--- src/rtl/cues_fc_pkg.sv ---
// rtl/cues_fc_pkg.sv - shared FC-stage widths, token struct and occupancy encoding
package cues_fc_pkg;

  localparam int DEF_NODE_W = 16;
  localparam int DEF_GEN_W  = 12;
  localparam int DEF_OPR_W  = 32;
  localparam int DEF_WEN_W  = 2;

  // Canonical pair as seen by the CPMer: opr0 is always the left operand.
  typedef struct packed {
    logic [DEF_NODE_W-1:0] node;
    logic [DEF_GEN_W-1:0]  gen;
    logic [DEF_OPR_W-1:0]  opr0;
    logic [DEF_OPR_W-1:0]  opr1;
    logic [DEF_WEN_W-1:0]  mem_wen;
  } fc_token_t;

  typedef enum logic [1:0] {
    OCC_EMPTY = 2'd0,
    OCC_ONE   = 2'd1,
    OCC_FULL  = 2'd2
  } occ_state_e;

endpackage

--- src/rtl/fc_skid_buf.sv ---
// rtl/fc_skid_buf.sv - generic 2-entry valid/ready FIFO (head + skid) over a packed payload
module fc_skid_buf
  import cues_fc_pkg::*;
#(
  parameter int W = 8
) (
  input  logic         clk,
  input  logic         rst,
  input  logic         in_valid,
  output logic         in_ready,
  input  logic [W-1:0] in_data,
  output logic         out_valid,
  input  logic         out_ready,
  output logic [W-1:0] out_data,
  output logic [1:0]   occ
);

  occ_state_e state;
  occ_state_e state_nxt;
  logic [W-1:0] head;
  logic [W-1:0] skid;
  logic push;
  logic pop;

  assign push = in_valid && in_ready;
  assign pop  = out_valid && out_ready;

  always_ff @(posedge clk or posedge rst) begin
    if (rst) begin
      state <= OCC_EMPTY;
    end else begin
      state <= state_nxt;
    end
  end

  always_comb begin
    state_nxt = state;
    unique case (state)
      OCC_EMPTY: if (push) state_nxt = OCC_ONE;
      OCC_ONE: begin
        if (push && !pop) begin
          state_nxt = OCC_FULL;
        end else if (!push && pop) begin
          state_nxt = OCC_EMPTY;
        end
      end
      OCC_FULL: if (pop) state_nxt = OCC_ONE;
      default: state_nxt = OCC_EMPTY;
    endcase
  end

  // Ready depends only on registered state, so no out_ready -> in_ready path exists.
  always_comb begin
    in_ready  = (state != OCC_FULL);
    out_valid = (state != OCC_EMPTY);
    occ       = state;
  end

  always_ff @(posedge clk or posedge rst) begin
    if (rst) begin
      head <= '0;
      skid <= '0;
    end else begin
      unique case (state)
        OCC_EMPTY: if (push) head <= in_data;
        OCC_ONE: begin
          if (push && pop) begin
            head <= in_data;
          end else if (push) begin
            skid <= in_data;
          end
        end
        OCC_FULL: if (pop) head <= skid;
        default: head <= head;
      endcase
    end
  end

  assign out_data = head;

endmodule

--- src/rtl/fc1_pair_stage.sv ---
// rtl/fc1_pair_stage.sv - elastic FC1 stage: left/right ordering, skid buffer, stall counter
module fc1_pair_stage
  import cues_fc_pkg::*;
#(
  parameter int NODE_W  = DEF_NODE_W,
  parameter int GEN_W   = DEF_GEN_W,
  parameter int OPR_W   = DEF_OPR_W,
  parameter int WEN_W   = DEF_WEN_W,
  parameter int STALL_W = 16
) (
  input  logic               clk,
  input  logic               rst,
  input  logic               in_valid_i,
  output logic               in_ready_o,
  input  logic               lr_i,
  input  logic [NODE_W-1:0]  node_i,
  input  logic [GEN_W-1:0]   gen_i,
  input  logic [OPR_W-1:0]   opr_i,
  input  logic [WEN_W-1:0]   mem_wen_i,
  input  logic [OPR_W-1:0]   mtch_data_i,
  output logic               out_valid_o,
  input  logic               out_ready_i,
  output logic [NODE_W-1:0]  node_o,
  output logic [GEN_W-1:0]   gen_o,
  output logic [OPR_W-1:0]   opr0_o,
  output logic [OPR_W-1:0]   opr1_o,
  output logic [WEN_W-1:0]   mem_wen_o,
  output logic [1:0]         occ_o,
  output logic [STALL_W-1:0] stall_cnt_o,
  input  logic               stall_clr_i
);

  localparam int PAY_W = NODE_W + GEN_W + 2 * OPR_W + WEN_W;

  logic [OPR_W-1:0] opr0_in;
  logic [OPR_W-1:0] opr1_in;
  logic [PAY_W-1:0] in_data;
  logic [PAY_W-1:0] out_data;

  // Ordering is fixed at push so the buffer only ever holds canonical pairs.
  assign opr0_in = lr_i ? mtch_data_i : opr_i;
  assign opr1_in = lr_i ? opr_i : mtch_data_i;
  assign in_data = {node_i, gen_i, opr0_in, opr1_in, mem_wen_i};

  fc_skid_buf #(
    .W(PAY_W)
  ) u_buf (
    .clk       (clk),
    .rst       (rst),
    .in_valid  (in_valid_i),
    .in_ready  (in_ready_o),
    .in_data   (in_data),
    .out_valid (out_valid_o),
    .out_ready (out_ready_i),
    .out_data  (out_data),
    .occ       (occ_o)
  );

  assign {node_o, gen_o, opr0_o, opr1_o, mem_wen_o} = out_data;

  always_ff @(posedge clk or posedge rst) begin
    if (rst) begin
      stall_cnt_o <= '0;
    end else if (stall_clr_i) begin
      stall_cnt_o <= '0;
    end else if (out_valid_o && !out_ready_i && (stall_cnt_o != '1)) begin
      stall_cnt_o <= stall_cnt_o + 1'b1;
    end
  end

endmodule

--- config.mk ---
export PLATFORM = sky130hd
export DESIGN_NAME = fc1_pair_stage
export DESIGN_NICKNAME = d
export VERILOG_FILES = /design/src/rtl/cues_fc_pkg.sv /design/src/rtl/fc_skid_buf.sv /design/src/rtl/fc1_pair_stage.sv
export SDC_FILE = /design/constraint.sdc
export NUM_CORES = 1
export LEC_CHECK = 0
export CAP_MARGIN = 20
export CORE_ASPECT_RATIO = 0.8
export CORE_UTILIZATION = 50
export CTS_CLUSTER_SIZE = 16
export DETAILED_ROUTE_END_ITERATION = 12
export GPL_ROUTABILITY_DRIVEN = 0
export HOLD_SLACK_MARGIN = 0.05
export PLACE_DENSITY = 0.78
export SLEW_MARGIN = 40
export SYNTH_ARGS = -nofsm -noshare
export SYNTH_HDL_FRONTEND = slang
export SYNTH_HIERARCHICAL = 1
export SYNTH_SLANG_ARGS = --single-unit
--- constraint.sdc ---
create_clock -name clk -period 10.89 [get_ports clk]
set_clock_uncertainty 0.15 [all_clocks]
set_input_delay 1.089 -clock clk [delete_from_list [all_inputs] [get_ports clk]]
set_output_delay 1.089 -clock clk [all_outputs]
set_load 0.02 [all_outputs]
* Word level (Yosys, flattened, before mapping)
Cells that the tools add are included.
Storage, ports and cells: input port bits 100, flip-flop bits (word level) 206, output and inout bits 114
Cells by class: equality and inequality tests 8, mux-type cells 13, bitwise logic cells 1, reduce and logical (&&, ||, !) cells 17, $add $sub $neg 1
Operators with widths (number):
- $mux 94 | 3
- $pmux 94 s3 | 1
- $mux 32 | 2
- $mux 16 | 2
- $add 16x1->16 const B | 1
- $ne 16x16->1 const B | 1
- $mux 2 | 4
- $logic_and 1x1->1 | 7
- $ne 2x1->1 const B | 3
- $pmux 2 s3 | 1
- $reduce_and 3->1 | 2
- $reduce_and 4->1 | 1
- $reduce_bool 2->1 | 2
- $logic_not 1->1 | 3
- $ne 3x1->1 const B | 1
- $reduce_bool 3->1 | 1
- $eq 2x1->1 const B | 1
- $eq 2x2->1 const B | 1
- $logic_not 2->1 | 1
- $ne 2x2->1 const B | 1
- $not 1->1 | 1

* Logic depth before layout (Yosys ltp)
Gate-level depths: netlist (run 1).
depth after elaboration 7, gate-level depth with buffers 10

* By module
Netlist (run 1), hierarchy kept.
Modules (own cells, without submodules):
- fc_skid_buf | cells each 519, instances 1, seq. area each 4754.6 um^2, area each 8460.6 um^2
- fc1_pair_stage | cells each 168, instances 1, seq. area each 400.4 um^2, area each 1642.8 um^2

* Least setup slack after synthesis (run 1)
Ideal clock, no wire load.
kind input to register, start input lr_i, end register u_buf.head[10], in the netlist u_buf/out_data[10], arrival time 2.610 ns, setup slack 8.006 ns, data required time 10.615 ns, cell stages on the path 5, path through clkbuf_1 > clkbuf_1 > mux2_2 > mux2_4 > mux2_2
On the way: cells in the longest elaborated chain, start to end 3, elaborated cells on any way between the ends 4, classes of those cells 4 x mux
RTL lines:
- start, declared | line fc1_pair_stage.sv:15 | input logic lr_i,
- $mux 32 * | line fc1_pair_stage.sv:42 | assign opr1_in = lr_i ? opr_i : mtch_data_i;
- via opr1_in[8] | line fc1_pair_stage.sv:36 | logic [OPR_W-1:0] opr1_in;
- $mux 94 (on tied branches) | line fc_skid_buf.sv:67, fc_skid_buf.sv:65
- $pmux 94 s3 * | line fc_skid_buf.sv:64 | unique case (state)
- end signal, assigned | line fc_skid_buf.sv:65 | OCC_EMPTY: if (push) head <= in_data;
- end signal, assigned | line fc_skid_buf.sv:68 | head <= in_data;
- end signal, assigned | line fc_skid_buf.sv:73 | OCC_FULL: if (pop) head <= skid;
- end, declared | line fc_skid_buf.sv:20 | logic [W-1:0] head;
The timed path passes the listed nets; every way through them passes the cells marked *. The select of a mux whose other input is x is not followed. A chain may end at the register's enable or synchronous reset.

* Worst setup path in the final report (run 1)
start register u_buf.state[0], in the netlist u_buf/occ[0], end register u_buf.skid[85]
On the way: cells in the longest elaborated chain, start to end 5, elaborated cells on any way between the ends 8, classes of those cells 2 x eq/ne; 1 x bitwise; 5 x reduce/logical
RTL lines:
- start, declared | line fc_skid_buf.sv:18 | occ_state_e state;
- start signal, assigned | line fc_skid_buf.sv:32 | state <= state_nxt;
- $ne 2x2->1 or $reduce_bool 2->1 (tied branches) | line fc_skid_buf.sv:54, fc_skid_buf.sv:55
- $logic_and 1x1->1 (on tied branches) | line fc_skid_buf.sv:25, fc_skid_buf.sv:26
- $logic_and 1x1->1 | line fc_skid_buf.sv:67 | if (push && pop) begin
- $not 1->1 (no line)
- $reduce_and 3->1 (no line) *
- end signal, assigned | line fc_skid_buf.sv:70 | skid <= in_data;
- end, declared | line fc_skid_buf.sv:21 | logic [W-1:0] skid;
Every way passes the cells marked *; elsewhere a longest branch is shown, timed or not.

==> results of run 1 <==
## cells in the mapped netlist
library cell	n	share of area, %
mux2_2	293	33
dfrtp_1	206	51
mux2_4	49	7.3
buf_2	12	0.59
nand2_1	12	0.45
buf_4	10	0.74
buf_6	10	1.1
clkbuf_1	9	0.33
a21oi_1	8	0.40
mux2_1	8	0.89
nor2_1	6	0.22
o21ai_0	6	0.30
inv_1	5	0.19
nor2b_1	5	0.31
nand4_1	4	0.25
or3_1	4	0.25
or4_1	4	0.30
ha_1	3	0.37
nand3_1	3	0.15
o31ai_1	3	0.22
or2_2	3	0.19
and2b_1	2	0.15
mux2i_1	2	0.20
nand2b_1	2	0.12
nor4_1	2	0.12
nor4b_1	2	0.17
o311ai_0	2	0.17
o41ai_1	2	0.17
and2_1	1	0.062
and3_1	1	0.062
and4_2	1	0.099
buf_1	1	0.037
inv_2	1	0.037
nor3_1	1	0.049
o2111ai_1	1	0.087
o22ai_1	1	0.062
o2bb2ai_1	1	0.087
xor2_1	1	0.087
## routing by layer
layer | routed length, um | share of wire, % | track usage, % | vias to the layer above
met3 | 1040 | 4.6 | 3.71 | 57
met1 | 9680 | 43 | 27.5 | 3247
li1 | - | - | - | 2910
met2 | 10900 | 48 | 36.0 | 189
met5 | 0 | 0 | 0 | -
met4 | 998 | 4.4 | 10.8 | 0
## stage by stage
step                      power, uW  setup WS [ps]  utilization (%)  instances  area (um2)
after detailed placement       2930           7010             62.7       1130       12400
after CTS                      3690           7150             66.3       1168       13100
after floorplan                2320           4480                -        687       10100
after global placement         2840           6790             62.4       1127       12400
after global routing           3830           6880             66.4       1170       13100
final                          3650           7080             66.4       1170       13100
## layout by cell type (no fill, tap or decap), drive strengths merged, types with 4 or more instances in the layout
cell type / instances
or3: 4
inv: 4
nor2: 6
clkbuf: 34
buf: 8
mux2: 350
clkinv: 6
nor2b: 5
a21oi: 8
or4: 4
o21ai: 6
nand2: 12
nand4: 4
clkdlybuf4s50: 212
dfrtp: 206
## how the worst max path moves through the flow
stage / start / endpoint / slack (ps) / cells after the start
6_report: u_buf/occ[0]$_DFFE_PP0P_ / u_buf/skid[85]$_DFFE_PP0P_ / 7080 / 7
5_1_grt: u_buf/occ[0]$_DFFE_PP0P_ / u_buf/skid[11]$_DFFE_PP0P_ / 6880 / 7
4_1_cts: u_buf/occ[1]$_DFFE_PP0P_ / in_ready_o / 7150 / 3
3_5_place_dp: out_ready_i / u_buf/skid[34]$_DFFE_PP0P_ / 7010 / 6
3_3_place_gp: out_ready_i / u_buf/out_data[44]$_DFFE_PP0P_ / 6790 / 5
2_1_floorplan: rst / u_buf/occ[0]$_DFFE_PP0P_ / 4480 / 1
## cell type report
cell class / instances / area share (%)
tap: 264 / 2.51
clock buffer: 33 / 5.04
clock inverter: 5 / 0.381
inverter: 6 / 0.276
sequential: 206 / 39.2
timing repair buffer: 221 / 16.9
antenna: 2 / 0.0381
multi-input combinational: 433 / 35.6
## logic make-up (layout without fill, tap and decap cells)
logic type | count (synthesis) | after routing | synth area share [%]
muxes | 352 | 352 | 41.0
DFF | 206 | 206 | 51.0
and+or+nand+nor | 53 | 53 | 2.95
buffers and inverters | 48 | 265 | 3.05
AOI/OAI and AO/OA | 24 | 24 | 1.50
adders and majority gates | 3 | 3 | 0.372
xor gates and xnor gates | 1 | 1 | 0.0867
other | 0 | 2 | 0
## where the power goes
part,switching (uW),internal (uW),leakage (uW)
Combinational,678,892,0.00263
Sequential,206,1140,0.00247
Clock,292,442,0.000355
## flip-flops by register name, summed over array words and instances, names as in the netlist
| signal | cells |
|---|---|
| u_buf/occ | 2 |
| stall_cnt_o | 16 |
| u_buf/out_data | 94 |
| u_buf/skid | 94 |
## worst register-to-register path: stages, from the launching register on
cell	delay (ps)
dfrtp_1	470
nor2b_4	170
clkinv_2	550
and2_1	450
ha_1	240
nand2_4	450
buf_4	740
mux2_2	460
==> flow_summary.ini, run 1 <==
[outcome]
status = finished clean

[logic_synthesis]
ys_types = 38
yosysWarnings = 6
synthCells = 687
synth_area_per_cell_um2 = 14.7
total_nets_after_synthesis = 790
yosys_register_bits = 206
synth.yosys.seq_area_share_pct = 51.0
netlist_area_um2 = 10100

[worst_setup_path]
criticalPathCategory = reg -> reg
worstRegToRegCells = 7
timing.rr.start = u_buf/occ[0]$_DFFE_PP0P_
crit_fanout = 57
ff2ff_setup_slack_ps = 7080
crit_end_category = flop
cell_family_with_most_cp_delay = buffers and inverters
crit_slowest_cell = buf_4
regToRegEndpoint = u_buf/skid[85]$_DFFE_PP0P_
worstPathRequired_ps = 11110
worstPathBufferInverterCount = 2
critPathLaunchType = flop
critical_path_arrival_ps = 4020
critical-path-max-stage-delay_ps = 730
crit_chain = nor2b_4, clkinv_2, and2_1, ha_1, nand2_4, buf_4, mux2_2

[route]
routed_wirelength_um = 22600
drt_iter0_drc = 294
drt_drc_violations_left = 0
dr.pass1.iters = 4
total_via_count_after_detailed_routing = 6403
post_drt_via_cell_ratio = 5.47
detail_route.wl_per_cell_um = 19.3
antenna_left = 0

[placed_design]
place.port_buffers = 213
total_half_perimeter_wirelength_after_legalization_and_detailed_placement_um = 15200

[clock_network]
cts.root.buffer_cell = clkbuf_16
clk_pin_slew_ps = 60
cts_resized = 0
post_cts_hold_buffer_count = 0
post_cts_setup_buffer_count = 0
cts_tree = yes
cts.sink_count = 206
clk_path_buf_depth = 3
insertion_delay_ps = 490
clock_tree.htree_level_count = 1
cts_buffers = 22

[final_layout]
final_layout_size_suffix_gt1_share_pct = 43.6
sequential_cell_area_in_the_final_layout_um2 = 5150
finalNetCount = 993
multiInputGateArea_um2 = 4680
layout-area-overhead-vs-synth_pct = 30.1
nFillCells = 1438

[global_route]
grt_first_pass_wirelength_um = 35700
gr-usage-all-layers_pct = 21.6
grt_max_degree = 111
grt_antenna_before_repair = 2
via_count_of_the_first_global_routing_pass = 6869
grt_overflow_total = 0

[sta]
grt_setup_unrepaired = no
maxSlewViolCount = 0
timing.max_slew.rel_slack_pct = 46.1
hold_slack_ps = 350
period_needed_ps = 3810
timing.setup.tns_ps = 0
max_freq_mhz = 263
finalHoldViolCount = 0
finalCritPeriodShare_pct = 35.0
timing_worst_slew_pin_value_ps = 808
finalSetupViolations = 0

[floorplan]
die_x_um = 161
dieArea_um2 = 20800
design.core.area_um2 = 19800
top_level_ports = 214
die_h_um = 129
fp-row-count = 46
initial_core_util_pct = 51.0

[min_path]
holdPathEnd = u_buf/skid[92]$_DFFE_PP0P_
whs_path_depth = 1
hold_class = reg -> reg
hold_path_startpoint = u_buf/skid[92]$_DFFE_PP0P_

[power_and_ir_drop]
max-vdd-ir-drop_uv = 194
leakagePower_uw = 0.00545
p_per_area_nw_per_um2 = 277

[run]
max_cap_violations = 0
Power figures use the tool's default switching activity.
==> inputs of run 2 (changes only) <==
- CORE_UTILIZATION: 50 -> 47
- PLACE_DENSITY: 0.78 -> 0.77
- clock period: 10.89 -> 3.2 ns (I/O delays scaled with it)
==> flow_summary.ini, run 2 (synthesized netlist as in run 1, its figures left out) <==
[global_route]
via_count_of_the_first_global_routing_pass = 6647
grt_antenna_before_repair = 0
grt_overflow_total = 0
grt_first_pass_wirelength_um = 35100
gr-usage-all-layers_pct = 19.7
grt_max_degree = 135

[run]
max_cap_violations = 0

[sta]
finalSetupViolations = 0
finalHoldViolCount = 0
maxSlewViolCount = 0
timing.max_slew.rel_slack_pct = 49.7
grt_setup_unrepaired = no
max_freq_mhz = 358
period_needed_ps = 2790
timing_worst_slew_pin_value_ps = 752
postLayoutSetupSlackWorst_ps = 405
finalCritPeriodShare_pct = 87.3
timing.setup.tns_ps = 0

[route]
antenna_left = 0
drt_drc_violations_left = 13
routed_wirelength_um = 21200
total_via_count_after_detailed_routing = 6262
dr.pass1.iters = 10
detail_route.wl_per_cell_um = 18.0
post_drt_via_cell_ratio = 5.31
drt_iter0_drc = 296

[worst_setup_path]
critPathLaunchType = flop
crit_end_category = output port
critical_path_arrival_ps = 2320
worstPathRequired_ps = 2730
criticalPathCategory = reg -> out
crit_slowest_cell = clkdlybuf4s50_1
crit_chain = nor2b_4, inv_2, buf_4, clkdlybuf4s50_1
worstPathBufferInverterCount = 3
cell_family_with_most_cp_delay = buffers and inverters
critical-path-max-stage-delay_ps = 700
crit_fanout = 29

[final_layout]
layout-area-overhead-vs-synth_pct = 31.5
nFillCells = 1590
final_cell_area_um2 = 13300
most_common_cell_after_layout_fill_and_taps_aside = mux2_2
finalNetCount = 998
antenna_cells_inserted = 0
final_layout_size_suffix_gt1_share_pct = 44.1
sequential_cell_area_in_the_final_layout_um2 = 5150
multiInputGateArea_um2 = 4670
layout.cells.most_common_list = mux2_2 (293), clkdlybuf4s50_1 (212), dfrtp_1 (206)

[clock_network]
cts.root.buffer_cell = clkbuf_16
clock_tree.htree_level_count = 1
cts_resized = 0
cts_tree = yes
insertion_delay_ps = 500
clk_pin_slew_ps = 60
cts_buffers = 22
clk_path_buf_depth = 3
cts.sink_count = 206

[floorplan]
fp-row-count = 47
design.core.area_um2 = 20900
die_h_um = 133
die_x_um = 166
dieArea_um2 = 22100
initial_core_util_pct = 48.4
top_level_ports = 214

[placed_design]
dpl-instance-area_um2 = 12500
dp_slack_ps = 556
place.port_buffers = 213
total_half_perimeter_wirelength_after_legalization_and_detailed_placement_um = 14000

[outcome]
violations = design-rule violations
status = finished, violations left

[power_and_ir_drop]
post-layout-total-power_uw = 12500
p_per_area_nw_per_um2 = 944
max-vdd-ir-drop_uv = 489
leakagePower_uw = 0.00553

[min_path]
hold_class = in -> reg
[run 2: cell types whose count changed in the layout (fill, tap and decap cells not counted), moves of 2 or more]
cell,change
bufinv_16,+2
buf_12,+6
buf_6,-2
diode_2,-2
buf_8,-2
clkbuf_1,-3
buf_4,+3
[run 2: area by class of cell]
cell class              instances  share of cell area (%)
inverters                       6                   0.198
clock buffers                  31                    5.01
flip-flops and latches        206                    38.8
clock inverters                 8                   0.866
well taps                     269                    2.53
multi-input cells             433                    35.2
repair buffers                226                    17.4
[run 2: routing by layer]
layer,share of wire (%),up-vias,GRT usage (%)
met5,0,-,0
met4,2.5,0,5.56
li1,-,2917,-
met2,46,156,32.3
met1,45,3153,26.0
met3,6.4,36,5.14
[run 2: metrics by stage]
stage / std cells / hold WS, ps / util, %
finish: 1179 / 313 / 63.7
global route: 1179 / 299 / 63.7
CTS: 1179 / 297 / 63.7
detailed placement: 1139 / 336 / 59.9
global placement: 1139 / 329 / 59.9
floorplan: 687 / 83.7 / -
[run 2: final timing paths]
path	start	end	slack, ps	cells after the start
setup / recovery	u_buf/occ[0]$_DFFE_PP0P_	in_ready_o	410	4
hold / removal	out_ready_i	u_buf/occ[1]$_DFFE_PP0P_	310	2
setup reg to reg	u_buf/occ[0]$_DFFE_PP0P_	stall_cnt_o[13]$_DFFE_PP0P_	720	5
hold reg to reg	u_buf/skid[31]$_DFFE_PP0P_	u_buf/skid[31]$_DFFE_PP0P_	350	1
max in group asynchronous	rst	u_buf/skid[49]$_DFFE_PP0P_	1410	4
min in group asynchronous	rst	u_buf/out_data[91]$_DFFE_PP0P_	530	3
[run 2: timing repair]
action | 4_1_cts | 5_1_grt
hold buffers | 1 | 0
endpoints found under the hold margin | 4 | 0
endpoints found under the setup margin | 0 | 0
buffers inserted | 0 | 0
[run 2: report_power, final]
group	switching, uW	internal (uW)
combinational	2300	3050
sequential	628	3870
clock	1020	1690
==> RTL change 1 (flow settings as in run 2) <==
Set the parameter `STALL_W` to 20 (it was 16).
--- a/src/rtl/fc1_pair_stage.sv
+++ b/src/rtl/fc1_pair_stage.sv
@@ -8,3 +8,3 @@
   parameter int WEN_W   = DEF_WEN_W,
-  parameter int STALL_W = 16
+  parameter int STALL_W = 20
 ) (
Ports: changed (resized stall_cnt_o); port bits go from 214 to 218. The function was not compared with the original's and may differ.
==> RTL change 1 against run 2 <==
Routed wire length rose by 2.7%; total power fell by 0.78%; maximum frequency rose by 0.94%; register-to-register slack improved by 0.07 ns; cell count rose by 2.8%; design area rose by 2.2%; sequential cell count rose by 4; critical path type unchanged; worst setup slack improved by 0.026 ns; synthesized area rose by 2.3%; critical endpoint unchanged; critical path depth did not move.
==> RTL change 1: results (changes against run 2) <==
set qor(result_of_the_run) {finished, final reports clean}
set qor(r2r_slack_ns) 0.79 ;# +0.07 ns
set qor(wire_length_of_the_first_global_routing_pass_mm) 35.1 ;# about the same
set qor(fin_cells) 1212 ;# +2.8%
set qor(wl_per_cell_um) 18.0 ;# -0.11%
set qor(syn_avg_cell_area_um2) 14.6 ;# -0.76%
set qor(ir_worst_vdd_uv) 598 ;# +22%
set qor(synth_seq_area_share_pct) 50.9 ;# -0.17 points
set qor(power.leakage_nw) 5.63 ;# +1.9%
set qor(placement.setup.worst_slack_ns) 0.699 ;# +0.143 ns
set qor(grt_start_max_net_pins) 72 ;# -47%
set qor(met1Wirelength_mm) 9.49 ;# -0.23%
set qor(fillCellCount) 1628 ;# +2.4%
set qor(holdWs_ns) 0.0792 ;# -0.234 ns
set qor(place.port_buffers) 217 ;# +1.9%
set qor(wl_met3_mm) 1.81 ;# +33%
set qor(grt_usage_pct) 19.6 ;# -0.11 points
set qor(post_drt_via_cell_ratio) 5.29 ;# -0.41%
set qor(arrival_ns) 2.30 ;# -0.02 ns
set qor(drive_above_1_share_pct) 42.6 ;# -1.5 points
set qor(netlist_top_cells_count) {mux2_2, dfrtp_1, mux2_4}
set qor(first_pass_iters) 5 ;# -5
set qor(syn_nets) 811 ;# +2.7%
set qor(worst_hold_path_type) {primary input to async pin}
set qor(remaining_max_slew_budget_at_the_tightest_pin_pct) 47.6 ;# -2.1 points
set qor(netlist-cell-type-count) 42 ;# +11%
set qor(post_dp_cell_area_um2) 12800 ;# +2.8%
-- RTL change 1: changes by cell type after synthesis, sizes merged, moves of 3 or more --
cell	before	now
mux2	350	347
and2	1	4
xor2	1	6
nand3	3	6
o211ai	0	3
nor2	6	12
dfrtp	206	210
-- RTL change 1: cell families (layout without fill, tap and decap cells) --
family                   count (synthesis)  count (layout)  synth area share (%)
multiplexers                           350             350                  39.9
flip-flops                             210             210                  50.9
AND/OR/NAND/NOR                         64              64                  3.62
buffers and inverters                   47             276                  3.01
AO/OA/AOI/OAI                           26              26                  1.59
XOR/XNOR                                 8               8                 0.678
adder cells (fa/ha/maj)                  3               3                 0.363
-- RTL change 1: cell type report --
cell class,count,area share [%]
flip-flops and latches,210,38.7
multi-input cells,451,35.4
well taps,275,2.53
clock buffers,36,5.11
clock inverters,2,0.258
repair buffers,233,17.9
inverters,5,0.166
-- RTL change 1: report_power, final --
group	total, mW	leakage [nW]	switching [mW]	internal, mW
combinational	5.34	2.75	2.30	3.04
sequential	4.57	2.52	0.653	3.92
clock	2.54	0.359	0.991	1.55
-- RTL change 1: metal layers --
metal  vias to the layer above  GRT usage, %
met5                         -             0
met2                       181          31.4
met3                        23          6.68
met4                         0          4.33
li1                       3014             -
met1                      3193          25.8
-- RTL change 1: path summary, 6_finish.rpt --
kind	cells past startpoint	end	from
setup / recovery	4	in_ready_o	u_buf/occ[1]
max in group asynchronous	3	u_buf/skid[85]	rst
min in group clk	2	u_buf/skid[91]	node_i[13]
hold reg to reg	1	u_buf/skid[85]	u_buf/skid[85]
hold / removal	2	stall_cnt_o[8]	rst
setup reg to reg	6	stall_cnt_o[17]	u_buf/occ[0]
-- RTL change 1: critical path, delay by kind of cell, from the launching register on --
kind / cells / cell delay, ns
buf+inv: 3 / 1.19
flops: 1 / 0.43
simple gates: 1 / 0.17
==> RTL change 2 (flow settings as in run 2) <==
Without the edit above. Reset style: synchronous (`rst`), changed in 3 clocked blocks.
--- a/src/rtl/fc_skid_buf.sv
+++ b/src/rtl/fc_skid_buf.sv
@@ -27,3 +27,3 @@
 
-  always_ff @(posedge clk or posedge rst) begin
+  always_ff @(posedge clk) begin
     if (rst) begin
@@ -58,3 +58,3 @@
 
-  always_ff @(posedge clk or posedge rst) begin
+  always_ff @(posedge clk) begin
     if (rst) begin
--- a/src/rtl/fc1_pair_stage.sv
+++ b/src/rtl/fc1_pair_stage.sv
@@ -60,3 +60,3 @@
 
-  always_ff @(posedge clk or posedge rst) begin
+  always_ff @(posedge clk) begin
     if (rst) begin
Behaviour: differs if rst is asserted again (counterexample within 4 cycles, from zero or initial values and one cycle with rst high); with rst held inactive, the same outputs for 4 cycles.
==> RTL change 2 against run 2 <==
Count of clock-buffer cells in the layout is 2 lower; maximum frequency is 3.7% higher; synthesized area is 2.6% lower; worst setup slack better by 0.10 ns; sequential cell count stayed put; synthesized cell count is 50% higher; utilization is 0.72 points lower; global-route usage is 4.7 points higher; design area is 4.6% lower; routed wire length is 27% higher.
Power is not compared: it rests on default switching activity, and its combinational part moved more than twofold at a synthesized area within 25%.
==> RTL change 2: results (changes against run 2) <==
set qor(place.port_buffers) 213 ;# unchanged
set qor(syn_nets) 1132 ;# +43%
set qor(result_of_the_run) {finished, final reports clean}
set qor(cts_buffers) 22 ;# unchanged
set qor(final_layout_net_count) 1284 ;# +29%
set qor(synth_top_cells_by_area) {dfxtp_1, a211oi_1, mux2i_1, a211oi_2, mux2_2}
set qor(fillCellCount) 1664 ;# +4.7%
set qor(clock_latency_ns) 0.50 ;# about the same
set qor(cts_resized) 0 ;# unchanged
set qor(post_dp_cell_area_um2) 12000 ;# -3.9%
set qor(vias_in_the_first_global_route) 7977 ;# +20%
set qor(synthFlopType) {dfxtp_1}
set qor(arrival_ns) 2.96 ;# +0.64 ns
set qor(detailedPlacementHpwl_mm) 17.2 ;# +23%
set qor(ir_worst_vdd_uv) 296
set qor(cell_with_the_largest_stage_delay_on_the_worst_path) {dfxtp_1}
set qor(cts.clk_slew.worst_paths_ns) 0.06 ;# about the same
set qor(grt_usage_pct) 24.4 ;# +4.7 points
set qor(netlist_top_cells_count) {dfxtp_1, nand2_1, a211oi_1}
set qor(ctsHtreeMaxLevel) 1 ;# unchanged
set qor(worstMarginPinSlew_ns) 0.738 ;# -0.0139 ns
set qor(first_pass_iters) 5 ;# -5
set qor(crit_path_max_incr_delay_ns) 0.41 ;# -0.29 ns
set qor(drt_iter0_drc) 602 ;# +100%
set qor(synth_seq_area_share_pct) 41.9 ;# -9.1 points
set qor(critPathMaxFanout) 94 ;# +220%
set qor(wire_length_of_the_first_global_routing_pass_mm) 42.8 ;# +22%
set qor(crit_family) {compound AO/OA/AOI/OAI gates}
set qor(grt_start_max_net_pins) 95 ;# -30%
set qor(cts_root_buf) {clkbuf_16}
set qor(totalWireLength_mm) 27.1 ;# +27%
set qor(post_drt_via_cell_ratio) 5.81 ;# +9.4%
set qor(cts_setup_buffers) 0 ;# unchanged
set qor(antenna_diode_count) 0 ;# unchanged
set qor(number_of_antenna_violations_at_the_first_check_in_global_routing) 0 ;# unchanged
set qor(synth_async_sr_flop_share_pct) 0 ;# -100 points
set qor(drive_above_1_share_pct) 16.5 ;# -28 points
set qor(netlist-cell-type-count) 45 ;# +18%
-- RTL change 2: per-layer routing --
layer  wire (um)  track usage [%]  up-vias
met5           0                0        -
met4         532             5.71        0
met3        1640             3.98       35
met2       12500             39.0      272
met1       12400             34.2     4074
li1            -                -     4069
-- RTL change 2: stage by stage --
step,util [%],power [mW],std cells,worst slack (ns)
global route,62.9,6.70,1454,0.436
finish,62.9,6.48,1454,0.505
CTS,62.9,6.52,1454,0.585
global placement,59.6,4.10,1421,0.495
detailed placement,59.6,4.12,1422,0.457
floorplan,-,3.59,1030,0.550
-- RTL change 2: final timing paths --
path	from	endpoint	slack (ns)	cells after the start
worst min-delay path	rst	u_buf/skid[46]	0.14	2
worst min register to register	u_buf/skid[46]	u_buf/skid[46]	0.30	2
worst max-delay path	u_buf/occ[1]	u_buf/out_data[67]	0.51	7
worst max register to register	u_buf/occ[1]	u_buf/out_data[67]	0.51	7
-- RTL change 2: final cells by class --
class	instances	share of cell area, %
clock buffers	29	4.88
clock inverters	3	0.345
inverters	2	0.0691
multi-input cells	718	41.1
flip-flops and latches	206	32.5
well taps	264	2.61
repair buffers	232	18.5
-- RTL change 2: power by group --
part           switching [mW]  total (mW)  internal [mW]  leakage (nW)
sequential              0.100        2.82           2.72          1.69
combinational           0.649        1.25          0.600          2.81
clock                   0.994        2.41           1.42         0.325
total                    1.74        6.48           4.74          4.82
-- RTL change 2: cell families after synthesis --
| logic type | share of synthesized area, % |
|---|---|
| AO/OA/AOI/OAI | 24.5 |
| XOR/XNOR | 0.0891 |
| adder cells (fa/ha/maj) | 0.254 |
| buffers and inverters | 5.53 |
| flip-flops | 41.9 |
| multiplexers | 17.1 |
| AND/OR/NAND/NOR | 10.6 |
